## config.mk

```make
export PLATFORM = sky130hd
export DESIGN_NAME = difftest_log_event
export DESIGN_NICKNAME = d
export VERILOG_FILES = /design/src/rtl/difftest_log_event.sv
export SDC_FILE = /design/constraint.sdc
export NUM_CORES = 1
export LEC_CHECK = 0
export BUFFER_PORTS_ARGS = -buffer_cell sky130_fd_sc_hd__buf_2
export CORE_MARGIN = 8
export CORE_UTILIZATION = 40
export CTS_CLUSTER_SIZE = 24
export DETAILED_ROUTE_END_ITERATION = 7
export SYNTH_ARGS = -nofsm -noshare
export SYNTH_HDL_FRONTEND = slang
export SYNTH_SLANG_ARGS = --single-unit
```

## constraint.sdc

```tcl
create_clock -name clk -period 6.9 [get_ports clk]
set_clock_uncertainty 0.15 [all_clocks]
set_input_delay 1.38 -clock clk [delete_from_list [all_inputs] [get_ports clk]]
set_output_delay 1.38 -clock clk [all_outputs]
set_load 0.005 [all_outputs]
```

## src/rtl/difftest_log_event.sv

```systemverilog
// Event statistics logger: accumulates counter deltas and hands out snapshots.
// Define DIFFTEST_LOG_DISPLAY_EN to print one line per completed transfer.
module difftest_log_event #(
  parameter     NAME   = "event",
  parameter int CORE_W = 8
) (
  input  logic              clk,
  input  logic              rst,
  input  logic [CORE_W-1:0] coreid,
  input  logic [31:0]       value,
  input  logic              dump_req,
  input  logic              out_ready,
  output logic              out_valid,
  output logic [CORE_W-1:0] out_coreid,
  output logic [63:0]       out_total,
  output logic [63:0]       out_cycles,
  output logic [31:0]       out_max_delta
);

  logic [31:0] r_prev;
  logic        r_primed;
  logic [63:0] r_total;
  logic [63:0] r_cycles;
  logic [31:0] r_max_delta;

  logic [31:0] w_delta;
  logic        w_fire;
  logic        w_load;

  assign w_delta = value - r_prev;
  assign w_fire  = out_valid & out_ready;
  assign w_load  = dump_req & (~out_valid | w_fire);

  always_ff @(posedge clk or negedge rst) begin
    if (!rst) begin
      r_prev      <= '0;
      r_primed    <= 1'b0;
      r_total     <= '0;
      r_cycles    <= '0;
      r_max_delta <= '0;
    end else begin
      r_prev   <= value;
      r_primed <= 1'b1;
      if (r_cycles != '1)
        r_cycles <= r_cycles + 64'd1;
      // prev is meaningless until the first post-reset sample lands
      if (r_primed) begin
        r_total <= r_total + {32'd0, w_delta};
        if (w_delta > r_max_delta)
          r_max_delta <= w_delta;
      end
    end
  end

  always_ff @(posedge clk or negedge rst) begin
    if (!rst) begin
      out_valid     <= 1'b0;
      out_coreid    <= '0;
      out_total     <= '0;
      out_cycles    <= '0;
      out_max_delta <= '0;
    end else if (w_load) begin
      out_valid     <= 1'b1;
      out_coreid    <= coreid;
      out_total     <= r_total;
      out_cycles    <= r_cycles;
      out_max_delta <= r_max_delta;
    end else if (w_fire) begin
      out_valid <= 1'b0;
    end
  end

`ifdef DIFFTEST_LOG_DISPLAY_EN
  always @(posedge clk) begin
    if (rst && w_fire)
      $display("[%0s] core=%0d total=%0d cycles=%0d max=%0d",
               NAME, out_coreid, out_total, out_cycles,
               out_max_delta);
  end
`else
  logic w_name_unused;
  assign w_name_unused = ^NAME;
`endif

endmodule

```

Word-level counts from Yosys, hierarchy flattened --
Cells that the tools add are included.
Cells by class: $add $sub $neg 3, order comparisons 1, equality and inequality tests 1, muxes and demuxes 2, bitwise gates (word level) 4, reductions and logical operators 2
Operators by type and width (count):
- $add 64x1->64 const B | 1
- $add 64x32->64 | 1
- $ne 64x64->1 const B | 1
- $gt 32x32->1 | 1
- $sub 32x32->32 | 1
- $and 1x1->1 | 2
- $mux 1 | 2
- $reduce_and 2->1 | 1
- $reduce_bool 2->1 | 1
- $not 1->1 | 1
- $or 1x1->1 | 1
Word-level totals: flip-flop bits (word level) 362, input bits 44, output and inout port bits 169, logic and storage cells 23

Logic depth before layout (Yosys ltp) --
depth after elaboration 4, mapped depth 21, depth with buffers taken out 20

Worst setup path after synthesis --
Ideal clock, no wire load.
path kind input -> register, start in value[0], end reg r_total[44], library setup time 123 ps, arrival 5081 ps, required time 6627 ps, slack 1546 ps, cell stages on the path 21, buffers on the path 1, path through inv_1 ha_1 fa_1 nand2b_1 a21o_1 a31o_2 o221ai_1 a31o_2 a21oi_1 nor2_1 xor2_1 ha_1 nand2_1 o21ai_0 nor2_1 a21oi_1 a41o_1 and2_1 buf_2 nand4_1 xnor2_1
Between the ends: longest elaborated chain between the ends 2
Ends and longest elaborated chain:
- start: declaration | RTL line 10 | input logic [31:0] value,
- $sub 32x32->32 | RTL line 30 | assign w_delta = value - r_prev;
- net w_delta[28] | RTL line 26 | logic [31:0] w_delta;
- $add 64x32->64 | RTL line 48 | r_total <= r_total + {32'd0, w_delta};
- end signal: assignment | RTL line 48
- end: declaration | RTL line 22 | logic [63:0] r_total;
The timed path passes the listed nets, and every way through them passes these cells. A chain may end at the register's enable or synchronous reset.

Worst setup path after layout --
start in value[0], end reg r_total[34]
The elaborated chain is that of the path after synthesis.

==> flow_summary.html <==
<table>
<tr><th>Metric</th><th>Value</th></tr>
<tr><th colspan="2">Drt</th></tr>
<tr><td>Wire length after detailed routing</td><td>43.5 mm</td></tr>
<tr><td>Antenna-violating nets left</td><td>0</td></tr>
<tr><td>Detail-routed net length per standard cell</td><td>17.9 microns</td></tr>
<tr><td>Met1 wire length</td><td>20.2 mm</td></tr>
<tr><td>Highest Signal Layer</td><td>met4</td></tr>
<tr><td>Routed wl met3</td><td>2.60 mm</td></tr>
<tr><td>Count of unresolved DRC violations after routing</td><td>0</td></tr>
<tr><td>Vias after detailed routing</td><td>12637</td></tr>
<tr><td>Vias per inst</td><td>5.21</td></tr>
<tr><td>Detailed router's first-iteration violation count</td><td>630</td></tr>
<tr><td>Sum of met2 wire segment lengths after detailed routing</td><td>19.6 mm</td></tr>
<tr><td>Length of the first detailed-routing pass in iterations</td><td>5</td></tr>
<tr><th colspan="2">Synthesis</th></tr>
<tr><td>Yosys warns</td><td>0</td></tr>
<tr><td>Adder and majority cell fraction of the synthesized area</td><td>7.02%</td></tr>
<tr><td>Post-synthesis instance total</td><td>roughly 1600</td></tr>
<tr><td>Most frequently used flop master after synthesis</td><td>sky130_fd_sc_hd__dfrtp_1</td></tr>
<tr><td>Total of flip-flops plus latches after synthesis</td><td>362</td></tr>
<tr><td>Syn_nets</td><td>between 1500 and 2000</td></tr>
<tr><td>Sequential share of the synthesized area</td><td>50.7%</td></tr>
<tr><td>Simple-gate area share of the yosys netlist</td><td>11.2%</td></tr>
<tr><td>Mean cell area of the mapped netlist</td><td>11.3 sq um</td></tr>
<tr><td>Top cells by area in the synthesized netlist</td><td>sky130_fd_sc_hd__dfrtp_1 51%, sky130_fd_sc_hd__mux2_2 12%, sky130_fd_sc_hd__ha_1 6.8%</td></tr>
<tr><td>Fraction of post-synthesis cell area in the top cell type by area</td><td>50.7%</td></tr>
<tr><td>Largest family of logic cells by synthesized area</td><td>multiplexers</td></tr>
<tr><td>Library cell with the largest summed area after synthesis</td><td>sky130_fd_sc_hd__dfrtp_1</td></tr>
<tr><td>Number of enable flip-flop cells after synthesis</td><td>0</td></tr>
<tr><td>Count of cell types in the netlist</td><td>66</td></tr>
<tr><td>Proportion of register bits with asynchronous set or reset after synthesis</td><td>100%</td></tr>
<tr><td>Portion of netlist area occupied by mux cells</td><td>12.0%</td></tr>
<tr><td>XOR/XNOR share of the synthesized area</td><td>7.25%</td></tr>
<tr><td>Compound-gate portion of the synthesized area</td><td>9.05%</td></tr>
<tr><td>Total standard cell area after synthesis</td><td>0.0179 sq mm</td></tr>
<tr><th colspan="2">Place</th></tr>
<tr><td>Number of port buffers</td><td>212</td></tr>
<tr><td>Routability cong.</td><td>0.884</td></tr>
<tr><td>Placed wire-length estimate after detailed placement</td><td>32.6 mm</td></tr>
<tr><td>Area of placed instances</td><td>0.0196 sq mm</td></tr>
<tr><th colspan="2">STA</th></tr>
<tr><td>Time the worst path needs with I/O delays and setup</td><td>5.72 ns</td></tr>
<tr><td>Unrepaired setup endpoints after global routing</td><td>false</td></tr>
<tr><td>Worst slew margin relative to its limit</td><td>36.6%</td></tr>
<tr><td>Least-Margin Pin Slew</td><td>0.951 ns</td></tr>
<tr><td>Fmax</td><td>0.175 GHz</td></tr>
<tr><td>Number of setup violations in the final report</td><td>0</td></tr>
<tr><td>Final-layout setup total negative slack</td><td>0 ns</td></tr>
<tr><td>Final hold violation count</td><td>0</td></tr>
<tr><td>Final period utilization</td><td>82.9%</td></tr>
<tr><td>Pins over their slew limit</td><td>0</td></tr>
<tr><th colspan="2">Setup path</th></tr>
<tr><td>Slowest cell on crit path</td><td>sky130_fd_sc_hd__and2_1</td></tr>
<tr><td>CP Cell Sequence</td><td>buf_2 -&gt; inv_1 -&gt; ha_1 -&gt; fa_1 -&gt; nand2b_1 -&gt; a21o_1 -&gt; a31o_2 -&gt; o221ai_1 -&gt; a31o_2 -&gt; a21oi_1 -&gt; nor2_1 -&gt; xor2_1 -&gt; ha_1 -&gt; nand2_1 -&gt; o21ai_0 -&gt; nor2_1 -&gt; a21oi_1 -&gt; a41o_1 -&gt; and2_1 -&gt; and3_1 -&gt; xor2_1</td></tr>
<tr><td>Delay-heaviest family, CP</td><td>compound AO/OA/AOI/OAI gates</td></tr>
<tr><td>Critical Path End Type</td><td>flip-flop</td></tr>
<tr><td>Req. time, crit path</td><td>about 7.2 ns</td></tr>
<tr><td>Critical path buffer and inverter count</td><td>2</td></tr>
<tr><td>Origin of the critical flop-to-flop path</td><td>r_prev[0]</td></tr>
<tr><td>Arrival time of the worst setup path</td><td>6.05 ns</td></tr>
<tr><td>Slowest Stage Delay on Critical Path</td><td>0.43 ns</td></tr>
<tr><td>Classification of the worst setup path</td><td>input port to flip-flop</td></tr>
<tr><td>Source of the critical timing path</td><td>value[0]</td></tr>
<tr><td>Startpoint type of the worst setup path</td><td>input port</td></tr>
<tr><td>Critical Path Fanout Max</td><td>11</td></tr>
<tr><th colspan="2">Clock tree</th></tr>
<tr><td>Clock latency of the later-clocked register in the worst-skew pair</td><td>0.58 ns</td></tr>
<tr><td>Number of hold-repair buffers added at the cts stage</td><td>0</td></tr>
<tr><td>Number of buffers created by CTS</td><td>42</td></tr>
<tr><td>Largest buffer count on any clock path</td><td>3</td></tr>
<tr><td>Root Buffer Master</td><td>sky130_fd_sc_hd__clkbuf_16</td></tr>
<tr><td>TritonCTS clock tree</td><td>done</td></tr>
<tr><td>H-tree depth</td><td>2</td></tr>
<tr><td>Total clock sinks</td><td>about 360</td></tr>
<tr><td>Total of cells resized after clock tree synthesis</td><td>0</td></tr>
<tr><td>Number of buffers inserted by post-CTS setup repair</td><td>0</td></tr>
<tr><td>Clock edge transition at the registers on the reported setup and hold paths</td><td>approximately 0.06 ns</td></tr>
<tr><th colspan="2">Run</th></tr>
<tr><td>Max-cap violation count</td><td>0</td></tr>
<tr><th colspan="2">Power</th></tr>
<tr><td>Sum of internal, switching and leakage power</td><td>7.75 mW</td></tr>
<tr><td>Power Dens Cells</td><td>~370 mW/mm^2</td></tr>
<tr><td>Leakage component of the power</td><td>about 10 nW</td></tr>
<tr><td>Maximum vdd drop</td><td>~210 uV</td></tr>
<tr><th colspan="2">Finish</th></tr>
<tr><td>Area of all placed cells without fillers</td><td>0.0210 sq mm</td></tr>
<tr><td>Storage element area</td><td>0.00906 sq mm</td></tr>
<tr><td>Fill cell total of the finished layout</td><td>just over 4000</td></tr>
<tr><td>Fraction of layout instances using a drive strength above 1</td><td>between 20% and 30%</td></tr>
<tr><td>Final net count</td><td>~1900</td></tr>
<tr><td>Signed area change from the synthesized netlist to the final layout</td><td>17.5%</td></tr>
<tr><td>Number of antenna diodes</td><td>0</td></tr>
<tr><td>Total area of multi-input combinational cells</td><td>between 0.008 and 0.009 sq mm</td></tr>
<tr><th colspan="2">Floorplan</th></tr>
<tr><td>Width of the die</td><td>~230 microns</td></tr>
<tr><td>Initial core utilization</td><td>40.5%</td></tr>
<tr><td>Die boundary height</td><td>between 200 and 250 microns</td></tr>
<tr><td>DIE AREA</td><td>0.0517 sq mm</td></tr>
<tr><td>Placeable core region</td><td>between 0.04 and 0.05 sq mm</td></tr>
<tr><td>Number of core rows</td><td>77</td></tr>
<tr><td>Boundary pin count</td><td>between 200 and 250</td></tr>
<tr><th colspan="2">Worst hold path</th></tr>
<tr><td>Critical hold path startpoint</td><td>r_total[63]</td></tr>
<tr><td>Class of the most critical hold timing path</td><td>flip-flop to flip-flop</td></tr>
<tr><th colspan="2">Global route</th></tr>
<tr><td>Aggregate global routing overflow</td><td>0</td></tr>
<tr><td>Combined global-route utilization of all metal layers</td><td>16.9%</td></tr>
<tr><td>Number of global-route vias before repair</td><td>12852</td></tr>
<tr><td>Pin count of the biggest net entering global routing</td><td>between 150 and 200</td></tr>
<tr><td>Wire length of the first global-routing pass</td><td>between 60 and 70 mm</td></tr>
<tr><td>Antenna violations before repair</td><td>0</td></tr>
<tr><th colspan="2">Outcome</th></tr>
<tr><td>Outcome</td><td>completed</td></tr>
</table>
-- flip-flops by register name, summed over array words and instances (netlist names) --
name,flops
r_prev,32
out_max_delta,32
r_cycles,64
r_primed,1
out_coreid,8
r_max_delta,32
r_total,64
out_total,64
out_valid,1
out_cycles,64
-- layout make-up --
class / count / area share, %
inverter: 80 / 1.43
sequential: 362 / 43.1
clock inverter: 18 / 0.959
tap: 592 / 3.53
timing repair buffer: 227 / 5.76
multi-input combinational: 1092 / 39.6
clock buffer: 55 / 5.57
-- per-stage QoR --
stage / std cells / worst slack, ns / hold slack, ns / util, %
final: 2426 / 1.18 / 0.322 / 47.6
after global routing: 2426 / 0.847 / 0.352 / 47.6
after CTS: 2426 / 1.22 / 0.327 / 47.6
after detailed placement: 2353 / 0.650 / 0.315 / 44.5
after global placement: 2353 / 0.722 / 0.311 / 44.5
after floorplan: 1586 / 1.55 / 0.292 / -
-- placed cells by master, fill, tap and decap left out, drive strengths merged, types with 10 or more instances in the layout --
cell type / synthesis / layout
a211oi: 10 / 10
a21o: 27 / 27
a21oi: 85 / 85
and3: 33 / 33
and4: 18 / 18
buf: 11 / 227
clkbuf: 41 / 55
clkinv: 0 / 11
dfrtp: 362 / 362
ha: 97 / 97
inv: 80 / 83
mux2: 189 / 189
nand2: 131 / 131
nand3: 56 / 56
nand4: 43 / 43
nor2: 56 / 56
nor3: 20 / 20
o21ai: 74 / 74
o21bai: 11 / 11
xnor2: 108 / 108
xor2: 40 / 40
-- cell families after synthesis --
family	Yosys count
XOR/XNOR	148
flip-flops	362
buffers and inverters	132
AO/OA/AOI/OAI	262
AND/OR/NAND/NOR	392
multiplexers	190
other	1
adder cells (fa/ha/maj)	99
-- synthesized netlist by cell type, types with 5 or more instances --
| cell | n |
|---|---|
| sky130_fd_sc_hd__nor2_1 | 54 |
| sky130_fd_sc_hd__dfrtp_1 | 362 |
| sky130_fd_sc_hd__clkbuf_1 | 41 |
| sky130_fd_sc_hd__nor2b_1 | 9 |
| sky130_fd_sc_hd__o21a_1 | 9 |
| sky130_fd_sc_hd__nand2_1 | 131 |
| sky130_fd_sc_hd__a21o_1 | 27 |
| sky130_fd_sc_hd__and4_1 | 17 |
| sky130_fd_sc_hd__o21ai_0 | 72 |
| sky130_fd_sc_hd__xor2_1 | 40 |
| sky130_fd_sc_hd__o31ai_1 | 5 |
| sky130_fd_sc_hd__nor3_1 | 19 |
| sky130_fd_sc_hd__a21oi_1 | 85 |
| sky130_fd_sc_hd__nand2b_1 | 7 |
| sky130_fd_sc_hd__o211ai_1 | 9 |
| sky130_fd_sc_hd__o21bai_1 | 11 |
| sky130_fd_sc_hd__inv_1 | 80 |
| sky130_fd_sc_hd__nand3_1 | 54 |
| sky130_fd_sc_hd__and2_1 | 8 |
| sky130_fd_sc_hd__and3_1 | 32 |
| sky130_fd_sc_hd__a31oi_1 | 6 |
| sky130_fd_sc_hd__buf_1 | 7 |
| sky130_fd_sc_hd__mux2_2 | 189 |
| sky130_fd_sc_hd__nand4_1 | 41 |
| sky130_fd_sc_hd__ha_1 | 97 |
| sky130_fd_sc_hd__xnor2_1 | 108 |
| sky130_fd_sc_hd__a211oi_1 | 9 |
-- power breakdown --
group / internal (mW) / switching, mW / leakage, nW
combinational: 1.21 / 1.49 / 4.95
sequential: 2.55 / 0.277 / 4.65
clock: 1.31 / 0.908 / 0.678
-- worst paths after layout --
kind,to,slack (ns),depth (start not counted)
max,r_total[34],1.18,21
min,r_total[63],0.32,1
max reg2reg,r_total[34],1.77,19
min reg2reg,r_total[63],0.32,1
max in group asynchronous,r_cycles[53],4.55,2
min in group asynchronous,r_cycles[30],0.69,1
-- layer usage --
metal  track usage [%]  up-vias
met2              27.0      297
met1              22.8     6207
met5                 0        -
met3              3.43       77
met4              5.46        0
li1                  -     6056
Power figures use the tool's default switching activity.
